**src/rtl/tile_shuffler_if.sv**
```systemverilog
// Handshake and result bundle for tile_shuffler.
// Master drives requests and seed, slave returns status and orders.
interface tile_shuffler_if #(
    parameter int N_EDGE   = 24,
    parameter int N_CENTER = 12,
    parameter int IDX_W    = 5
) ();
    logic                      start;
    logic                      seed_load;
    logic [15:0]               seed;
    logic                      busy;
    logic                      done;
    logic [N_EDGE*IDX_W-1:0]   edge_order;
    logic [N_CENTER*IDX_W-1:0] center_order;

    modport master (
        output start, seed_load, seed,
        input  busy, done, edge_order, center_order
    );

    modport slave (
        input  start, seed_load, seed,
        output busy, done, edge_order, center_order
    );
endinterface

```
**src/rtl/tile_shuffler.sv**
```systemverilog
// LFSR-driven Fisher-Yates shuffler for edge and centre tile orders.
// Results are held in output registers until the next completed shuffle.
module tile_shuffler #(
    parameter int          N_EDGE   = 24,
    parameter int          N_CENTER = 12,
    parameter int          IDX_W    = 5,
    parameter logic [15:0] SEED_RST = 16'hACE1
) (
    input  logic            clk,
    input  logic            rst,
    tile_shuffler_if.slave  bus
);
    typedef enum logic [2:0] {
        S_IDLE, S_INIT, S_SH_E, S_SH_C, S_DONE
    } state_t;

    typedef logic [IDX_W-1:0] idx_t;

    localparam idx_t I_EDGE_TOP   = idx_t'(N_EDGE - 1);
    localparam idx_t I_CENTER_TOP = idx_t'(N_CENTER - 1);
    localparam idx_t I_ONE        = idx_t'(1);

    state_t      state_q, state_d;
    logic [15:0] lfsr_q, lfsr_d;
    idx_t        i_q, i_d;
    idx_t        work_e_q [N_EDGE];
    idx_t        work_e_d [N_EDGE];
    idx_t        work_c_q [N_CENTER];
    idx_t        work_c_d [N_CENTER];
    idx_t        edge_q   [N_EDGE];
    idx_t        edge_d   [N_EDGE];
    idx_t        center_q [N_CENTER];
    idx_t        center_d [N_CENTER];

    idx_t mask;
    idx_t r;
    logic accept;
    idx_t e_at_i, e_at_r;
    idx_t c_at_i, c_at_r;

    // Galois LFSR free-runs every cycle; a seed load wins over the shift.
    always_comb begin
        lfsr_d = lfsr_q[0] ? ((lfsr_q >> 1) ^ 16'hB400) : (lfsr_q >> 1);
        if (bus.seed_load) begin
            lfsr_d = (bus.seed == 16'h0000) ? SEED_RST : bus.seed;
        end
    end

    // Candidate index: LFSR masked to the smallest all-ones cover of i.
    always_comb begin
        mask = i_q;
        for (int s = 1; s < IDX_W; s++) begin
            mask = mask | (i_q >> s);
        end
        r      = lfsr_q[IDX_W-1:0] & mask;
        accept = (r <= i_q);
    end

    // Fetch the two entries that an accepted step would exchange.
    always_comb begin
        e_at_i = '0;
        e_at_r = '0;
        c_at_i = '0;
        c_at_r = '0;
        for (int k = 0; k < N_EDGE; k++) begin
            if (idx_t'(k) == i_q) e_at_i = work_e_q[k];
            if (idx_t'(k) == r)   e_at_r = work_e_q[k];
        end
        for (int k = 0; k < N_CENTER; k++) begin
            if (idx_t'(k) == i_q) c_at_i = work_c_q[k];
            if (idx_t'(k) == r)   c_at_r = work_c_q[k];
        end
    end

    // Sequencer: next state, index walk, swaps and result capture.
    always_comb begin
        state_d  = state_q;
        i_d      = i_q;
        work_e_d = work_e_q;
        work_c_d = work_c_q;
        edge_d   = edge_q;
        center_d = center_q;
        unique case (state_q)
            S_IDLE: begin
                if (bus.start) state_d = S_INIT;
            end
            S_INIT: begin
                for (int k = 0; k < N_EDGE; k++) work_e_d[k] = idx_t'(k);
                for (int k = 0; k < N_CENTER; k++) work_c_d[k] = idx_t'(k);
                i_d     = I_EDGE_TOP;
                state_d = S_SH_E;
            end
            S_SH_E: begin
                if (accept) begin
                    for (int k = 0; k < N_EDGE; k++) begin
                        if (idx_t'(k) == i_q)    work_e_d[k] = e_at_r;
                        else if (idx_t'(k) == r) work_e_d[k] = e_at_i;
                    end
                    if (i_q == I_ONE) begin
                        i_d     = I_CENTER_TOP;
                        state_d = S_SH_C;
                    end else begin
                        i_d = i_q - I_ONE;
                    end
                end
            end
            S_SH_C: begin
                if (accept) begin
                    for (int k = 0; k < N_CENTER; k++) begin
                        if (idx_t'(k) == i_q)    work_c_d[k] = c_at_r;
                        else if (idx_t'(k) == r) work_c_d[k] = c_at_i;
                    end
                    if (i_q == I_ONE) begin
                        state_d  = S_DONE;
                        edge_d   = work_e_q;
                        center_d = work_c_d;
                    end else begin
                        i_d = i_q - I_ONE;
                    end
                end
            end
            S_DONE: begin
                state_d = S_IDLE;
            end
            default: begin
                state_d = S_IDLE;
            end
        endcase
    end

    // State, LFSR, working arrays and output orders.
    always_ff @(posedge clk or posedge rst) begin
        if (rst) begin
            state_q <= S_IDLE;
            lfsr_q  <= SEED_RST;
            i_q     <= '0;
            for (int k = 0; k < N_EDGE; k++) begin
                work_e_q[k] <= idx_t'(k);
                edge_q[k]   <= idx_t'(k);
            end
            for (int k = 0; k < N_CENTER; k++) begin
                work_c_q[k] <= idx_t'(k);
                center_q[k] <= idx_t'(k);
            end
        end else begin
            state_q  <= state_d;
            lfsr_q   <= lfsr_d;
            i_q      <= i_d;
            work_e_q <= work_e_d;
            work_c_q <= work_c_d;
            edge_q   <= edge_d;
            center_q <= center_d;
        end
    end

    assign bus.busy = (state_q == S_INIT) ||
                      (state_q == S_SH_E) ||
                      (state_q == S_SH_C);
    assign bus.done = (state_q == S_DONE);

    for (genvar g = 0; g < N_EDGE; g++) begin : g_pack_e
        assign bus.edge_order[g*IDX_W +: IDX_W] = edge_q[g];
    end

    for (genvar g = 0; g < N_CENTER; g++) begin : g_pack_c
        assign bus.center_order[g*IDX_W +: IDX_W] = center_q[g];
    end
endmodule

```
**src/flat_wrapper.sv**
```systemverilog
// flat-port wrapper written by rule: the top's interface ports become plain ports
module tile_shuffler_flat 
#(
    parameter int          N_EDGE   = 24,
    parameter int          N_CENTER = 12,
    parameter int          IDX_W    = 5,
    parameter logic [15:0] SEED_RST = 16'hACE1
)
  (clk, rst, bus_start, bus_seed_load, bus_seed, bus_busy, bus_done, bus_edge_order, bus_center_order);
  tile_shuffler_if #(.N_EDGE(N_EDGE), .N_CENTER(N_CENTER), .IDX_W(IDX_W)) bus_i ();
  input  logic clk;
  input  logic rst;
  input wire logic [$bits(bus_i.start)-1:0] bus_start;
  input wire logic [$bits(bus_i.seed_load)-1:0] bus_seed_load;
  input wire logic [$bits(bus_i.seed)-1:0] bus_seed;
  output wire logic [$bits(bus_i.busy)-1:0] bus_busy;
  output wire logic [$bits(bus_i.done)-1:0] bus_done;
  output wire logic [$bits(bus_i.edge_order)-1:0] bus_edge_order;
  output wire logic [$bits(bus_i.center_order)-1:0] bus_center_order;
  assign bus_i.start = bus_start;
  assign bus_i.seed_load = bus_seed_load;
  assign bus_i.seed = bus_seed;
  assign bus_busy = bus_i.busy;
  assign bus_done = bus_i.done;
  assign bus_edge_order = bus_i.edge_order;
  assign bus_center_order = bus_i.center_order;
  tile_shuffler #(.N_EDGE(N_EDGE), .N_CENTER(N_CENTER), .IDX_W(IDX_W), .SEED_RST(SEED_RST)) u_core (.clk(clk), .rst(rst), .bus(bus_i));
endmodule
```
**config.mk**
```make
export PLATFORM = sky130hd
export DESIGN_NAME = tile_shuffler_flat
export DESIGN_NICKNAME = d
export VERILOG_FILES = /design/src/rtl/tile_shuffler_if.sv /design/src/rtl/tile_shuffler.sv /design/src/flat_wrapper.sv
export SDC_FILE = /design/constraint.sdc
export NUM_CORES = 1
export LEC_CHECK = 0
export ABC_AREA = 1
export ABC_CLOCK_PERIOD_IN_PS = 20500
export CORE_MARGIN = 2
export CORE_UTILIZATION = 45
export CTS_CLUSTER_DIAMETER = 40
export DETAILED_ROUTE_END_ITERATION = 12
export GPL_TIMING_DRIVEN = 1
export PLACE_DENSITY_LB_ADDON = 0.08
export REMOVE_ABC_BUFFERS = 1
export SLEW_MARGIN = 20
export SYNTH_ARGS = -nofsm -noshare
export SYNTH_HDL_FRONTEND = slang
export SYNTH_SLANG_ARGS = --single-unit
export TNS_END_PERCENT = 100
```
**constraint.sdc**
```tcl
create_clock -name clk -period 20.5 [get_ports clk]
set_input_delay 5.125 -clock clk [delete_from_list [all_inputs] [get_ports clk]]
set_output_delay 5.125 -clock clk [all_outputs]
set_load 0.005 [all_outputs]
```
### After elaboration in Yosys (flattened, before gate mapping)

Cells that the tools add are included.

* order comparisons: 1
* reductions and logical operators: 37
* equal/unequal tests: 81
* muxes and demuxes: 162
* add/sub/neg operators: 1
* bitwise gates (word level): 6

Operator list (number)
* 5-bit two-way mux: 148
* 120-bit one-hot mux with 2 select lines: 1
* 120-bit two-way mux: 1
* 60-bit one-hot mux with 2 select lines: 1
* 4-bit by 5-bit equality test with 1-bit output, first input constant: 16
* 5-bit equality test, first input constant: 16
* 3-bit AND reduction: 25
* 3-bit by 1-bit != test with 1-bit output, second input constant: 24
* 60-bit two-way mux: 1
* 16-bit two-way mux: 3
* 3-bit by 5-bit equality test with 1-bit output, first input constant: 8
* 2-bit by 5-bit equality test with 1-bit output, first input constant: 4
* 16-bit zero test: 1
* 3-bit two-way mux: 5
* 5-bit one-hot mux with 3 select lines: 1
* 3-bit one-hot mux with 4 select lines: 1
* 1-bit by 5-bit equality test with 1-bit output, first input constant: 2
* 5-bit zero test: 2
* 2-bit by 1-bit != test with 1-bit output, second input constant: 4
* 3-bit by 2-bit equality test with 1-bit output, second input constant: 2
* 5-bit AND: 1
* 5-bit by 1-bit equality test with 1-bit output, second input constant: 1
* 5-bit less-or-equal comparator: 1
* 5-bit by 1-bit bitwise OR with 5-bit output: 1
* other kinds (15): 18

* bits in registers: 384
* output and inout bits: 182

### Longest topological paths before layout

* depth in word-level cells: 33
* depth in mapped cells: 33
* gate-level depth less buffers: 32

### Least setup slack after synthesis

No wires, ideal clock.

* kind: input to register
* start: input port bus_seed_load
* end: register u_core.lfsr_q[12]
* setup slack: 14.498 ns
* buffers on the path: 2
* data required time: 20.382 ns
* cell stages on the path: 5
* arrival: 5.884 ns
* path through: clkbuf_1 > clkinv_1 > clkbuf_1 > nand3_1 > nand2_1

* word-level cells in the longest chain between the ends: 1

Ends and longest elaborated chain
* from (decl): line flat_wrapper.sv:14 `input wire logic [$bits(bus_i.seed_load)-1:0] bus_seed_load;`
* 16-bit two-way mux: line tile_shuffler.sv:44 `if (bus.seed_load) begin`
* via u_core.lfsr_d[12]: line tile_shuffler.sv:24 `logic [15:0] lfsr_q, lfsr_d;`
* to (signal assigned): line tile_shuffler.sv:147 `lfsr_q <= lfsr_d;`
* to (decl): line tile_shuffler.sv:24

The timed path passes the listed nets, and every way through them passes these cells.
A chain may end at the register's enable or synchronous reset.

==> impl_metrics.ini <==
[hold_path]
hold_depth = 2
hp-class = reg2reg

[global_route]
grt_pass1_wl_um = 126100
grt_pass1_vias = 21340
grt_max_degree = 135
antenna_found_initial = 0
grt_overflow = 0
grt_usage_pct = 32.37

[logic_synthesis]
seq_area_frac_synth_pct = 44.43
synthFlopType = dfrtp_1
yosysUniqueCellTypes = 52
yosysTopAreaCell = dfrtp_1
async_flop_share_pct = 100.0
postSynthCellCount = 3087
yosysTopAreaCellShare_pct = 26.32
yosys-top-cells-area = dfrtp_1, nand2_1, dfstp_2
synth_area_sq_um = 22050
ys_ff_latch = 384
synth_edf_count = 0
avgSynthCellArea_sq_um = 7.144
ys.warnings.count = 0

[power]
p_per_area_nw_per_um2 = 180.6
ir_drop_mv = 0.1757
p_leak_nw = 12.64

[cts]
ctsHoldBuffers = 0
cts_root_buf = clkbuf_16
cts_setup_buffers = 0
clk_pin_slew_ps = 50
cts-htree-levels = 3
cts_tree = yes
cts_num_sinks = 384
cts-resized-gates = 0
clk_latency_ps = 610
clk_path_buf_depth = 3
cts_buffers = 73

[die]
die_y_um = 225.4
placeableCoreArea_sq_um = 48650
num_io_pins = 202
num_rows = 81
design.die.area_sq_um = 50790
chipWidth_um = 225.4
start_util_pct = 45.33

[critical_path]
ff2ff_setup_slack_ps = 15140
cp-startpoint = rst
cpMaxStageDelayCell = buf_4
end_kind = asynchronous set/reset pin
endpoint = u_core.bus.center_order[34]
cpMostUsedCell = buf_4
required_ps = 21080
max_stage_delay_ps = 910
r2r-end = u_core.work_e_q[41]
worstPathArrival_ps = 8050
crit_chain = clkdlybuf4s50_1, inv_8, buf_4, buf_4
start_kind = input port
cp_max_fo = 128
rr_worst_depth = 21
critPathKind = in2async
rr_startpoint = u_core.i_q[3]

[route]
routedWlPerCell_um = 21.07
viasPerCell = 5.751
wl_um = 82460
drt_iter0_drc = 2958
drcViolationCount = 0
ant_nets = 0
vias = 22500
dr.pass1.iters = 6

[cells_and_area]
mostFrequentLayoutCells = nand2_1, nand3_1, inv_1
fin_nets = 3260
mostFrequentLayoutCell = nand2_1
finalInstanceArea_sq_um = 26890
fillers = 4671
n_antenna_cell = 0
syn2layout_area_growth_pct = 21.92
drive_gt1_share_pct = 13.01

[sta]
tightest_slew_ps = 1165
period_share_pct = 36.43
clock_skew_ps = 23.08
period_minus_slack_ps = 7467
slew_headroom_pct = 22.24
whs_ps = 458.4
finalSetupTns_ps = 0
rsz0062_at_grt = no
hold_violations = 0
fmax_mhz = 133.9
slew_violations = 0
setup_viol = 0

[outcome]
status = finished, final reports clean

[placed_design]
hpwl_um = 54530
dpl-instance-area_sq_um = 24290
numPortBuffers = 201
place.gp.congestion = 0.9478

[run]
drv_cap = 0
==> worst max-delay path: cells and delay by family <==
kind | cells | cell delay (ps)
buffers and inverters | 4 | 2790
==> how the worst min path moves through the flow <==
stage | startpoint | endpoint | slack, ps
finish | u_core.bus.edge_order[71] | u_core.bus.edge_order[71] | 460
detailed placement | u_core.bus.edge_order[71] | u_core.bus.edge_order[71] | 450
floorplan | u_core.lfsr_q[9] | u_core.lfsr_q[8] | 420
global placement | u_core.lfsr_q[9] | u_core.lfsr_q[8] | 450
global route | u_core.bus.edge_order[35] | u_core.bus.edge_order[35] | 470
CTS | u_core.bus.edge_order[71] | u_core.bus.edge_order[71] | 460
==> routing by layer <==
metal  routed length, um  global-route usage, %  part of all wire, %
met5                   0                      0                    0
met3                8611                  7.405                   10
met4                2458                  10.64                  3.0
met2               34680                  46.66                   42
met1               36710                  47.72                   45
==> power breakdown <==
| group | internal [mW] | switching [mW] | total (mW) | leakage (nW) |
|---|---|---|---|---|
| combinational | 0.701 | 1.56 | 2.26 | 6.66 |
| clock | 0.821 | 0.448 | 1.27 | 1.24 |
| sequential | 1.12 | 0.207 | 1.32 | 4.74 |
| total | 2.64 | 2.22 | 4.86 | 12.6 |
==> final cells by class <==
type,instances,area [sq um],area share (%)
clock buffer,84,1983,7.376
clock inverter,51,608.1,2.262
inverter,274,1046,3.890
multi-input combinational,2267,10440,38.81
sequential,384,9799,36.44
tap,622,778.2,2.894
timing repair buffer,231,2237,8.320
==> sequential cells by signal (all words and copies together), names as in the netlist <==
register and flops:
u_core.state_q 3, u_core.lfsr_q 16, u_core.bus.edge_order 120, u_core.work_e_q 120
u_core.bus.center_order 60, u_core.i_q 5, u_core.work_c_q 60
==> synth_stat cells, types with 2 or more instances <==
cell,number
nand2_4,10
a31oi_1,12
dfrtp_1,232
dfstp_2,152
nand3_1,374
nor2_2,10
nand3_2,3
xnor2_1,3
nand4_1,72
inv_2,24
mux2i_1,2
clkinv_1,3
nor2_1,173
clkbuf_1,101
o22ai_1,11
or2_2,21
o21a_1,2
nand2_1,1108
a22oi_1,6
clkinv_2,2
nor2_4,12
nor3_1,4
o21ai_2,2
a21oi_4,2
nor4_1,4
buf_2,21
o211ai_1,37
nand2_2,17
or2_0,2
buf_1,12
o21ai_0,215
buf_6,15
a21oi_1,90
ha_1,9
o21ai_1,47
buf_4,13
nor2_8,2
o221ai_1,5
inv_1,244
==> per-stage QoR <==
stage	power [mW]	util, %	setup slack [ps]	std cells
detailed placement	3.511	49.94	12210	3778
CTS	4.798	55.26	12850	3913
global route	5.129	55.27	12570	3913
floorplan	2.554	-	4956	2925
finish	4.856	55.27	13030	3913
global placement	3.480	49.94	12280	3778
==> cells by family after synthesis <==
kind of cell / count (synthesis) / share of synthesized area (%)
adders and majority gates: 9 / 0.5106
buffers and inverters: 436 / 8.295
AOI/OAI and AO/OA: 436 / 10.92
xor gates and xnor gates: 4 / 0.1589
and+or+nand+nor: 1816 / 35.60
muxes: 2 / 0.09078
DFF: 384 / 44.43
No activity file was read; power rests on OpenSTA's default activity.
